<file path="config.mk">
export PLATFORM = sky130hd
export DESIGN_NAME = sensor_responder
export DESIGN_NICKNAME = d
export VERILOG_FILES = /design/src/rtl/bus_pkg.sv /design/src/rtl/byte_sequencer.sv /design/src/rtl/sensor_responder.sv
export SDC_FILE = /design/constraint.sdc
export NUM_CORES = 1
export LEC_CHECK = 0
export ABC_AREA = 1
export CAP_MARGIN = 20
export CORE_MARGIN = 2
export CORE_UTILIZATION = 35
export CTS_CLUSTER_DIAMETER = 40
export CTS_CLUSTER_SIZE = 20
export DETAILED_ROUTE_END_ITERATION = 6
export PLACE_DENSITY = 0.54
export SYNTH_ARGS = -nofsm -noshare
export SYNTH_HDL_FRONTEND = slang
export SYNTH_SLANG_ARGS = --single-unit
</file>
<file path="constraint.sdc">
create_clock -name clock -period 1.75 [get_ports clock]
set_input_delay 0.35 -clock clock [delete_from_list [all_inputs] [get_ports clock]]
set_output_delay 0.35 -clock clock [all_outputs]
set_load 0.02 [all_outputs]
</file>
<file path="src/rtl/bus_pkg.sv">
// Shared definitions for the sensor bus protocol: response state encoding,
// default error byte and the two's-complement checksum used by both bus ends.
package bus_pkg;

  typedef logic [2:0] state_t;

  localparam logic [2:0] ST_IDLE      = 3'd0;
  localparam logic [2:0] ST_CHECK     = 3'd1;
  localparam logic [2:0] ST_READ      = 3'd2;
  localparam logic [2:0] ST_SEND_DATA = 3'd3;
  localparam logic [2:0] ST_WAIT_DATA = 3'd4;
  localparam logic [2:0] ST_SEND_CRC  = 3'd5;
  localparam logic [2:0] ST_WAIT_CRC  = 3'd6;

  localparam logic [7:0] ERR_CODE_DEF = 8'hEE;
  localparam int         RESP_BYTES   = 2;

  // data + checksum == 8'h00 on the host side
  function automatic logic [7:0] checksum(input logic [7:0] data);
    return ~data + 8'd1;
  endfunction

endpackage

</file>
<file path="src/rtl/byte_sequencer.sv">
// Pushes an N-byte payload into a uart transmitter one byte at a time,
// starting each byte only when the transmitter is idle.
module byte_sequencer #(
  parameter int N_BYTES = 2,
  parameter int IDX_W   = (N_BYTES > 1) ? $clog2(N_BYTES) : 1
) (
  input  logic                    clock,
  input  logic                    reset,
  input  logic                    i_start,
  input  logic [N_BYTES-1:0][7:0] i_payload,
  input  logic                    i_tx_active,
  input  logic                    i_tx_done,
  output logic [7:0]              o_tx_data,
  output logic                    o_tx_enable,
  output logic                    o_sending,
  output logic [IDX_W-1:0]        o_index,
  output logic                    o_done
);

  localparam logic [1:0] PH_IDLE = 2'd0;
  localparam logic [1:0] PH_SEND = 2'd1;
  localparam logic [1:0] PH_WAIT = 2'd2;
  localparam logic [IDX_W-1:0] LAST = IDX_W'(N_BYTES - 1);

  logic [1:0]       r_phase;
  logic [IDX_W-1:0] r_idx;

  always_ff @(posedge clock) begin
    if (!reset) begin
      r_phase <= PH_IDLE;
      r_idx   <= '0;
    end else begin
      case (r_phase)
        PH_IDLE: if (i_start) begin
          r_phase <= PH_SEND;
          r_idx   <= '0;
        end
        PH_SEND: if (!i_tx_active) r_phase <= PH_WAIT;
        PH_WAIT: if (i_tx_done) begin
          if (r_idx == LAST) begin
            r_phase <= PH_IDLE;
          end else begin
            r_idx   <= r_idx + 1'b1;
            r_phase <= PH_SEND;
          end
        end
        default: r_phase <= PH_IDLE;
      endcase
    end
  end

  // tx_data is held from the enable pulse through the whole WAIT phase
  assign o_tx_enable = (r_phase == PH_SEND) && !i_tx_active;
  assign o_tx_data   = (r_phase == PH_IDLE) ? 8'h00 : i_payload[r_idx];
  assign o_sending   = (r_phase == PH_SEND);
  assign o_index     = r_idx;
  assign o_done      = (r_phase == PH_WAIT) && i_tx_done && (r_idx == LAST);

endmodule

</file>
<file path="src/rtl/sensor_responder.sv">
// Node-side responder: takes a sensor-select byte from uart_rx, reads the
// sensor over req/ack and answers with a data byte and its checksum.
module sensor_responder
  import bus_pkg::*;
#(
  parameter int         NUM_SENSORS = 8,
  parameter int         SEL_W       = 3,
  parameter int         TIMEOUT     = 1023,
  parameter logic [7:0] ERR_CODE    = ERR_CODE_DEF
) (
  input  logic             clock,
  input  logic             reset,
  input  logic [7:0]       rx_data,
  input  logic             rx_done,
  output logic [7:0]       tx_data,
  output logic             tx_enable,
  input  logic             tx_active,
  input  logic             tx_done,
  output logic             sensor_req,
  output logic [SEL_W-1:0] sensor_sel,
  input  logic             sensor_ack,
  input  logic [7:0]       sensor_value,
  output logic             busy,
  output logic             error,
  output logic             overrun,
  output logic [7:0]       resp_count,
  output logic [2:0]       dbg_state
);

  localparam logic [1:0] CTL_IDLE  = 2'd0;
  localparam logic [1:0] CTL_CHECK = 2'd1;
  localparam logic [1:0] CTL_READ  = 2'd2;
  localparam logic [1:0] CTL_RESP  = 2'd3;
  localparam int         TMO_W     = $clog2(TIMEOUT + 1);

  logic [1:0]       r_ctl;
  logic [7:0]       r_cmd;
  logic [7:0]       r_data;
  logic [TMO_W-1:0] r_tmo;
  logic             r_error;
  logic             r_overrun;
  logic [7:0]       r_count;

  logic [31:0]                w_idx;
  logic                       w_valid;
  logic                       w_tmo_hit;
  logic                       w_launch;
  logic [RESP_BYTES-1:0][7:0] w_payload;
  logic                       w_seq_sending;
  logic [0:0]                 w_seq_idx;
  logic                       w_seq_done;

  assign w_idx     = 32'(r_cmd[SEL_W-1:0]);
  assign w_valid   = ((r_cmd >> SEL_W) == 8'h00) && (w_idx < 32'(NUM_SENSORS));
  assign w_tmo_hit = (r_tmo == TMO_W'(TIMEOUT - 1));
  // an ack arriving on the last allowed cycle still wins over the timeout
  assign w_launch  = ((r_ctl == CTL_CHECK) && !w_valid) ||
                     ((r_ctl == CTL_READ) && (sensor_ack || w_tmo_hit));
  assign w_payload = {checksum(r_data), r_data};

  always_ff @(posedge clock) begin
    if (!reset) begin
      r_ctl     <= CTL_IDLE;
      r_cmd     <= 8'h00;
      r_data    <= 8'h00;
      r_tmo     <= '0;
      r_error   <= 1'b0;
      r_overrun <= 1'b0;
      r_count   <= 8'h00;
    end else begin
      if (rx_done && (r_ctl != CTL_IDLE)) r_overrun <= 1'b1;
      case (r_ctl)
        CTL_IDLE: if (rx_done) begin
          r_cmd   <= rx_data;
          r_error <= 1'b0;
          r_ctl   <= CTL_CHECK;
        end
        CTL_CHECK: if (w_valid) begin
          r_tmo <= '0;
          r_ctl <= CTL_READ;
        end else begin
          r_data  <= ERR_CODE;
          r_error <= 1'b1;
          r_ctl   <= CTL_RESP;
        end
        CTL_READ: if (sensor_ack) begin
          r_data <= sensor_value;
          r_ctl  <= CTL_RESP;
        end else if (w_tmo_hit) begin
          r_data  <= ERR_CODE;
          r_error <= 1'b1;
          r_ctl   <= CTL_RESP;
        end else begin
          r_tmo <= r_tmo + 1'b1;
        end
        CTL_RESP: if (w_seq_done) begin
          r_count <= r_count + 8'd1;
          r_ctl   <= CTL_IDLE;
        end
      endcase
    end
  end

  byte_sequencer #(.N_BYTES(RESP_BYTES), .IDX_W(1)) u_seq (
    .clock       (clock),
    .reset       (reset),
    .i_start     (w_launch),
    .i_payload   (w_payload),
    .i_tx_active (tx_active),
    .i_tx_done   (tx_done),
    .o_tx_data   (tx_data),
    .o_tx_enable (tx_enable),
    .o_sending   (w_seq_sending),
    .o_index     (w_seq_idx),
    .o_done      (w_seq_done)
  );

  // full protocol state view composed from the local phase and the sequencer
  always_comb begin
    dbg_state = ST_IDLE;
    case (r_ctl)
      CTL_IDLE:  dbg_state = ST_IDLE;
      CTL_CHECK: dbg_state = ST_CHECK;
      CTL_READ:  dbg_state = ST_READ;
      CTL_RESP: begin
        if (w_seq_idx == 1'b0) dbg_state = w_seq_sending ? ST_SEND_DATA : ST_WAIT_DATA;
        else                   dbg_state = w_seq_sending ? ST_SEND_CRC  : ST_WAIT_CRC;
      end
    endcase
  end

  assign sensor_req = (r_ctl == CTL_READ);
  assign sensor_sel = (r_ctl == CTL_READ) ? r_cmd[SEL_W-1:0] : '0;
  assign busy       = (r_ctl != CTL_IDLE);
  assign error      = r_error;
  assign overrun    = r_overrun;
  assign resp_count = r_count;

endmodule

</file>
==> flow_summary_export.csv <==
group,metric,value,unit
place,post-place-ws,-357,ps
synthesis,ys_warn_count,0,
routing,postRouteAntennaNets,0,
routing,wl_per_cell,11.1,um
routing,avgViaCountPerCell,4.67,
setup_path,startpoint,"r_data[0]",
routing,vias,2452,
power_and_ir_drop,p_leak,1.48,nW
die,core_area,0.00639,mm2
setup_path,reg2reg_from,"r_ctl[0]",
setup_path,start_kind,"register",
global_routing,grt_usage,16.9,%
routing,dr.pass1.iters,6,
setup_path,rr_endpoint,"r_tmo[4]",
setup_path,endpoint,"tx_data[7]",
sta,fmaxAchievable,538,MHz
sta,relSlewSlack,77.5,%
hold_path,hp-class,"reg2reg",
synthesis,syn_area_per_cell,6.57,um2
clock_tree,cts_buffers,5,
place,place_hpwl,4390,um
cells_and_area,fill_cells,669,
sta,finalClockSkew,5.55,ps
die,row_count,29,
setup_path,regToRegSetupSlack,110,ps
synthesis,ys_ff_latch,41,
setup_path,required,1400,ps
cells_and_area,diodes,0,
clock_tree,clk_path_buf_depth,2,
clock_tree,cts_tree,"yes",
run_status,outcome,"finished with violations",
global_routing,grt_start_max_net_pins,17,
die,start_util,36.4,%
cells_and_area,utilization,53.0,%
sta,post-route-period-util,106,%
sta,finalSetupViolations,5,
routing,drt_iter0_drc,67,
synthesis,synthesis.nets,385,
cells_and_area,areaGrowthSynthToFinish,45.4,%
clock_tree,cts_sinks,41,
synthesis,ys_types,33,
clock_tree,clk_pin_slew,80,ps
sta,rsz0062_at_grt,"true",
setup_path,crit_type,"reg2out",
synthesis,ys_seq_area_share,35.3,%
sta,period_minus_slack,1860,ps
die,die_h,85.5,um
global_routing,antenna_found_initial,0,
global_routing,grt_pass1_wl,10000,um
die,io_pins,49,
synthesis,syn-instance-count,354,
routing,routed_wirelength,5800,um
power_and_ir_drop,worst_ir_drop_vdd,0.649,mV
job,drv_cap,0,
setup_path,crit_fanout,3,
cells_and_area,drive_above_1_share,24.1,%
sta,hold_viol,0,
global_routing,grt_pass1_vias,2264,
die,dieArea,0.00731,mm2
routing,drc,0,
run_status,violations,"setup timing",
sta,slew_violations,0,
clock_tree,cts_hold_buf,0,
power_and_ir_drop,power_density,1210,mW/mm2
setup_path,r2r_cells,9,
clock_tree,clkLatencyLatePin,300,ps
sta,worstMarginPinSlew,334,ps
synthesis,netlist_area,0.00233,mm2
sta,fin_ws,-109,ps
die,die_x,85.5,um
clock_tree,clock-root-buffer,"clkbuf_8",
setup_path,crit_path_end_kind,"output port",
place,io_buffers,48,
place,gp_congestion,0.827,
global_routing,gr-total-overflow,0,
clock_tree,h-tree-depth,2,
setup_path,critPathArrivalTime,1510,ps
cells_and_area,nets,478,
-- timing repair --
| action | 4_1_cts | 5_1_grt |
|---|---|---|
| pin swaps | 5 | 4 |
| setup endpoints to repair | 28 | 32 |
| buffers inserted | 0 | 3 |
| gates resized for setup | 81 | 36 |
-- logic make-up after synthesis --
logic type | after synthesis | share of synthesized area, %
AO/OA/AOI/OAI | 52 | 12.4
XOR/XNOR | 6 | 2.26
adder cells (fa/ha/maj) | 9 | 4.84
buffers and inverters | 47 | 8.77
flip-flops | 41 | 35.3
AND/OR/NAND/NOR | 199 | 36.4
-- where the power goes --
| group | internal [W] | switching, W |
|---|---|---|
| clock network | 0.000276 | 0.000348 |
| registers | 0.00112 | 0.000146 |
| logic | 0.00105 | 0.00114 |
-- stage by stage --
step           total power [W]  cell area (um2)  std cells  hold WS [ps]  setup TNS [ps]
2_1_floorplan          0.00237             2330        354           449               0
3_3_place_gp           0.00324             3200        514           460           -2770
3_5_place_dp           0.00325             3200        514           469           -3270
4_1_cts                0.00391             3290        522           482            -481
5_1_grt                0.00443             3380        525           515           -1170
6_report               0.00408             3380        525           480            -402
-- cell usage in the layout, fill, tap and decap left out, drive strengths merged, types with 12 or more instances in the layout --
cell type	instances
inv	38
nor2	76
buf	58
nand3	18
dfxtp	41
a21oi	27
o21ai	18
clkdlybuf4s50	30
nand2	81
nor3	12
-- registers in the layout, indices dropped and copies added (netlist names) --
signal,count
error,1
overrun,1
r_cmd,8
r_ctl,2
r_data,8
r_tmo,10
resp_count,8
u_seq.o_index,1
u_seq.r_phase,2
-- cell usage after synthesis (all sizes together) --
cell	n	area, um2
buf	6	50.0
o21bai	2	15.0
nor4	1	6.26
a21oi	27	146
a21o	1	7.51
nor3	12	60.1
ha	9	113
xnor2	2	17.5
inv	38	143
nand2	81	312
o31ai	1	7.51
nand4	6	37.5
dfxtp	41	821
a22oi	1	7.51
clkbuf	3	11.3
o21ai	18	90.1
nand3	18	90.1
xor2	4	35.0
nor2	76	295
o21a	2	15.0
and3	3	18.8
nand3b	2	27.5
-- cell type report --
type / count / area, um2 / area share [%]
multi-input combinational: 266 / 1410 / 41.7
sequential: 41 / 832 / 24.6
tap: 77 / 96.3 / 2.85
inverter: 38 / 145 / 4.29
timing repair buffer: 95 / 811 / 24.0
clock inverter: 3 / 17.5 / 0.518
clock buffer: 5 / 68.8 / 2.03
-- critical path: stages (launching register included) --
cell and delay, ps:
dfxtp_2 340, nor3_2 220, nand2_1 110, nor3_1 140, nor2_1 80, nand2_1 60, nand2_1 40, nor2_1 80
buf_4 150
-- worst min path at each step --
| stage | startpoint | endpoint | depth (start not counted) |
|---|---|---|---|
| after detailed placement | error | error | 2 |
| after CTS | r_cmd[7] | r_cmd[7] | 2 |
| after floorplan | r_cmd[7] | r_cmd[7] | 2 |
| after global routing | r_cmd[0] | r_cmd[0] | 2 |
| final | r_cmd[7] | r_cmd[7] | 2 |
| after global placement | r_cmd[7] | r_cmd[7] | 2 |
-- layer usage --
metal	global-route usage (%)	part of all wire, %
met5	0	0
met3	3.66	4.5
met4	4.76	1.2
met1	23.6	51
met2	26.2	43
Power figures use the tool's default switching activity.
==> RTL change, RTL diff (same flow settings) <==
Register the output `dbg_state`; this adds one clock of latency there. The other outputs are not delayed to match.
--- a/src/rtl/sensor_responder.sv
+++ b/src/rtl/sensor_responder.sv
@@ -32,6 +32,8 @@
   localparam logic [1:0] CTL_READ  = 2'd2;
   localparam logic [1:0] CTL_RESP  = 2'd3;
   localparam int         TMO_W     = $clog2(TIMEOUT + 1);
+
+  logic [2:0] dbg_state_d;
 
   logic [1:0]       r_ctl;
   logic [7:0]       r_cmd;
@@ -117,14 +119,14 @@
 
   // full protocol state view composed from the local phase and the sequencer
   always_comb begin
-    dbg_state = ST_IDLE;
+    dbg_state_d = ST_IDLE;
     case (r_ctl)
-      CTL_IDLE:  dbg_state = ST_IDLE;
-      CTL_CHECK: dbg_state = ST_CHECK;
-      CTL_READ:  dbg_state = ST_READ;
+      CTL_IDLE:  dbg_state_d = ST_IDLE;
+      CTL_CHECK: dbg_state_d = ST_CHECK;
+      CTL_READ:  dbg_state_d = ST_READ;
       CTL_RESP: begin
-        if (w_seq_idx == 1'b0) dbg_state = w_seq_sending ? ST_SEND_DATA : ST_WAIT_DATA;
-        else                   dbg_state = w_seq_sending ? ST_SEND_CRC  : ST_WAIT_CRC;
+        if (w_seq_idx == 1'b0) dbg_state_d = w_seq_sending ? ST_SEND_DATA : ST_WAIT_DATA;
+        else                   dbg_state_d = w_seq_sending ? ST_SEND_CRC  : ST_WAIT_CRC;
       end
     endcase
   end
@@ -136,5 +138,9 @@
   assign overrun    = r_overrun;
   assign resp_count = r_count;
 
+  always_ff @(posedge clock) begin
+    dbg_state <= dbg_state_d;
+  end
+
 endmodule
 
Formal check against the unedited RTL: not equivalent (Yosys sat finds a counterexample within 4 cycles, from zero or initial values and one cycle with reset low).
==> RTL change against the original RTL <==
- fmax is 3.7% lower
- first-iteration DRC count is 10% lower
- power is 22% higher
- final area is 3.7% higher
- sequential cell count is 3 higher
- setup slack worse by 0.071 ns
- register-to-register slack better by 0.03 ns
- critical endpoint is now tx_data[5]
- via count is 1.1% lower
- routed wire length is 4.1% higher
- the run still ends with setup timing left
- count of clock-buffer cells in the layout stayed put
- area after synthesis is 3.0% higher
- cell count is 0.38% higher
- utilization is 0.74 points lower
==> RTL change: results (changes against the original RTL) <==
[finish]
fill_cells = 709  ; +6.0%
drive_above_1_share_pct = 23.3  ; -0.84 points
n_antenna_cell = 0  ; unchanged
nets = 477  ; -0.21%
largest_register_ffs = 10  ; unchanged
regMostFlops = r_tmo

[setup_path]
r2r-start = r_ctl[1]
crit_arrival_ns = 1.58  ; +0.07 ns
r2r_cells = 10  ; +1
r2r_setup_slack_ns = 0.14  ; +0.03 ns
regToRegEndpoint = r_data[7]
critPathTopFamily = buffers and inverters
crit_path_top_delay_cell = dfxtp_2

[synth]
synth_fa_ha_area_share_pct = 4.70  ; -0.14 points
synth_area_leaders = dfxtp_1, nor2_1, nand2_1
synth_area_per_cell_um2 = 6.69  ; +1.8%
synth_seq_area_share_pct = 36.8  ; +1.5 points
synth_common_cells = nor2_1, nand2_1, inv_1, dfxtp_1
yosysTopAreaCell = dfxtp_1
synth-compound-area-share_pct = 13.1  ; +0.69 points
syn_nets = 389  ; +1.0%
async_flop_share_pct = 0  ; unchanged
synth_xor_xnor_area_share_pct = 1.10  ; -1.2 points

[placement]
place_hpwl_um = 4400  ; +0.32%
gp_congestion = 0.819  ; -0.97%
placed_cells = 517  ; +0.58%
placed_area_um2 = 3230  ; +1.1%

[power]
switching_share_pct = 39.1  ; -0.89 points
vdd.ir_drop.worst_mv = 0.669  ; +3.1%
p_leak_uw = 0.00148  ; -0.22%

[timing]
worstMarginPinSlew_ns = 0.276  ; -0.0582 ns
skew_ns = 0.00889  ; +0.00334 ns
setup-violations-final = 6  ; +1
hold-worst-slack_ns = 0.461  ; -0.0190 ns
fin_ws_ns = -0.180  ; -0.0715 ns

[grt]
grt_usage_pct = 16.3  ; -0.60 points
grt_max_degree = 25  ; +8
grt_pass1_vias = 2129  ; -6.0%
grt_pass1_wl_um = 9780  ; -2.5%

[status]
violations = setup timing
status = finished, violations left

[drt]
drtPass1Iterations = 4  ; -2
via_per_inst = 4.60  ; -1.5%
wl_per_cell_um = 11.5  ; +3.7%
drtIter0Drc = 60  ; -10%
routed_wl_um = 6040  ; +4.1%

[hold_path]
worstHoldPathCells = 2  ; unchanged
min_delay_worst_endpoint = r_cmd[3]
hold_path.startpoint = r_cmd[3]

[clocking]
clock_latency_ns = 0.31
clkTransAtPathRegs_ns = 0.09

[RTL change: per-stage QoR]
stage | setup WS (ns) | TNS [ns]
3_3_place_gp | -0.379 | -2.02
4_1_cts | -0.186 | -0.647
6_report | -0.180 | -0.659
5_1_grt | -0.268 | -1.17
3_5_place_dp | -0.407 | -2.12
2_1_floorplan | 0.0475 | 0
[RTL change: how the worst max path moves through the flow]
stage / slack [ns] / to / depth (start not counted) / startpoint
after floorplan: 0.05 / tx_data[6] / 8 / r_data[0]
after global placement: -0.38 / tx_data[6] / 9 / r_data[0]
after detailed placement: -0.41 / tx_data[6] / 9 / r_data[0]
after CTS: -0.19 / tx_data[6] / 9 / r_data[0]
after global routing: -0.27 / tx_data[5] / 8 / r_data[0]
final: -0.18 / tx_data[5] / 8 / r_data[0]
[RTL change: logic make-up after synthesis]
| kind of cell | after synthesis |
|---|---|
| compound gates | 60 |
| fa+ha+maj | 9 |
| flops | 44 |
| xor+xnor | 3 |
| simple gates | 187 |
| buf+inv | 55 |
[RTL change: area by class of cell]
class	count	area [um^2]	share of cell area, %
Clock inverter	3	90.1	2.57
Inverter	49	195	5.56
Clock buffer	5	68.8	1.96
Sequential cell	44	887	25.3
Tap cell	80	100	2.85
Timing Repair Buffer	86	758	21.6
Multi-Input combinational cell	260	1410	40.2
[RTL change: metal layers]
layer / vias to the layer above / GRT usage, % / wire, um
met5: - / 0 / 0
met4: 0 / 4.26 / 70
met3: 6 / 2.86 / 161
met2: 42 / 25.2 / 2680
met1: 1062 / 23.3 / 3130
li1: 1314 / - / -
[RTL change: tightest hold or removal path, cell delays in order (launching register included)]
cell and delay [ns]:
dfxtp_1 0.31, inv_1 0.06, a21oi_1 0.05
[RTL change: power groups by stage]
stage	Sequential (uW)	Clock, uW	Combinational, uW
after floorplan	1420	0	1220
final	1380	1090	2520
after global routing	1400	1150	2820
after detailed placement	1370	0	2230
after global placement	1360	0	2230
after CTS	1350	1110	2250
[RTL change: repair_timing]
item	4_1_cts	5_1_grt
setup endpoints to repair	20	35
resized for setup	62	36
cloned	0	1
pin swaps	3	11
setup buffers	0	1
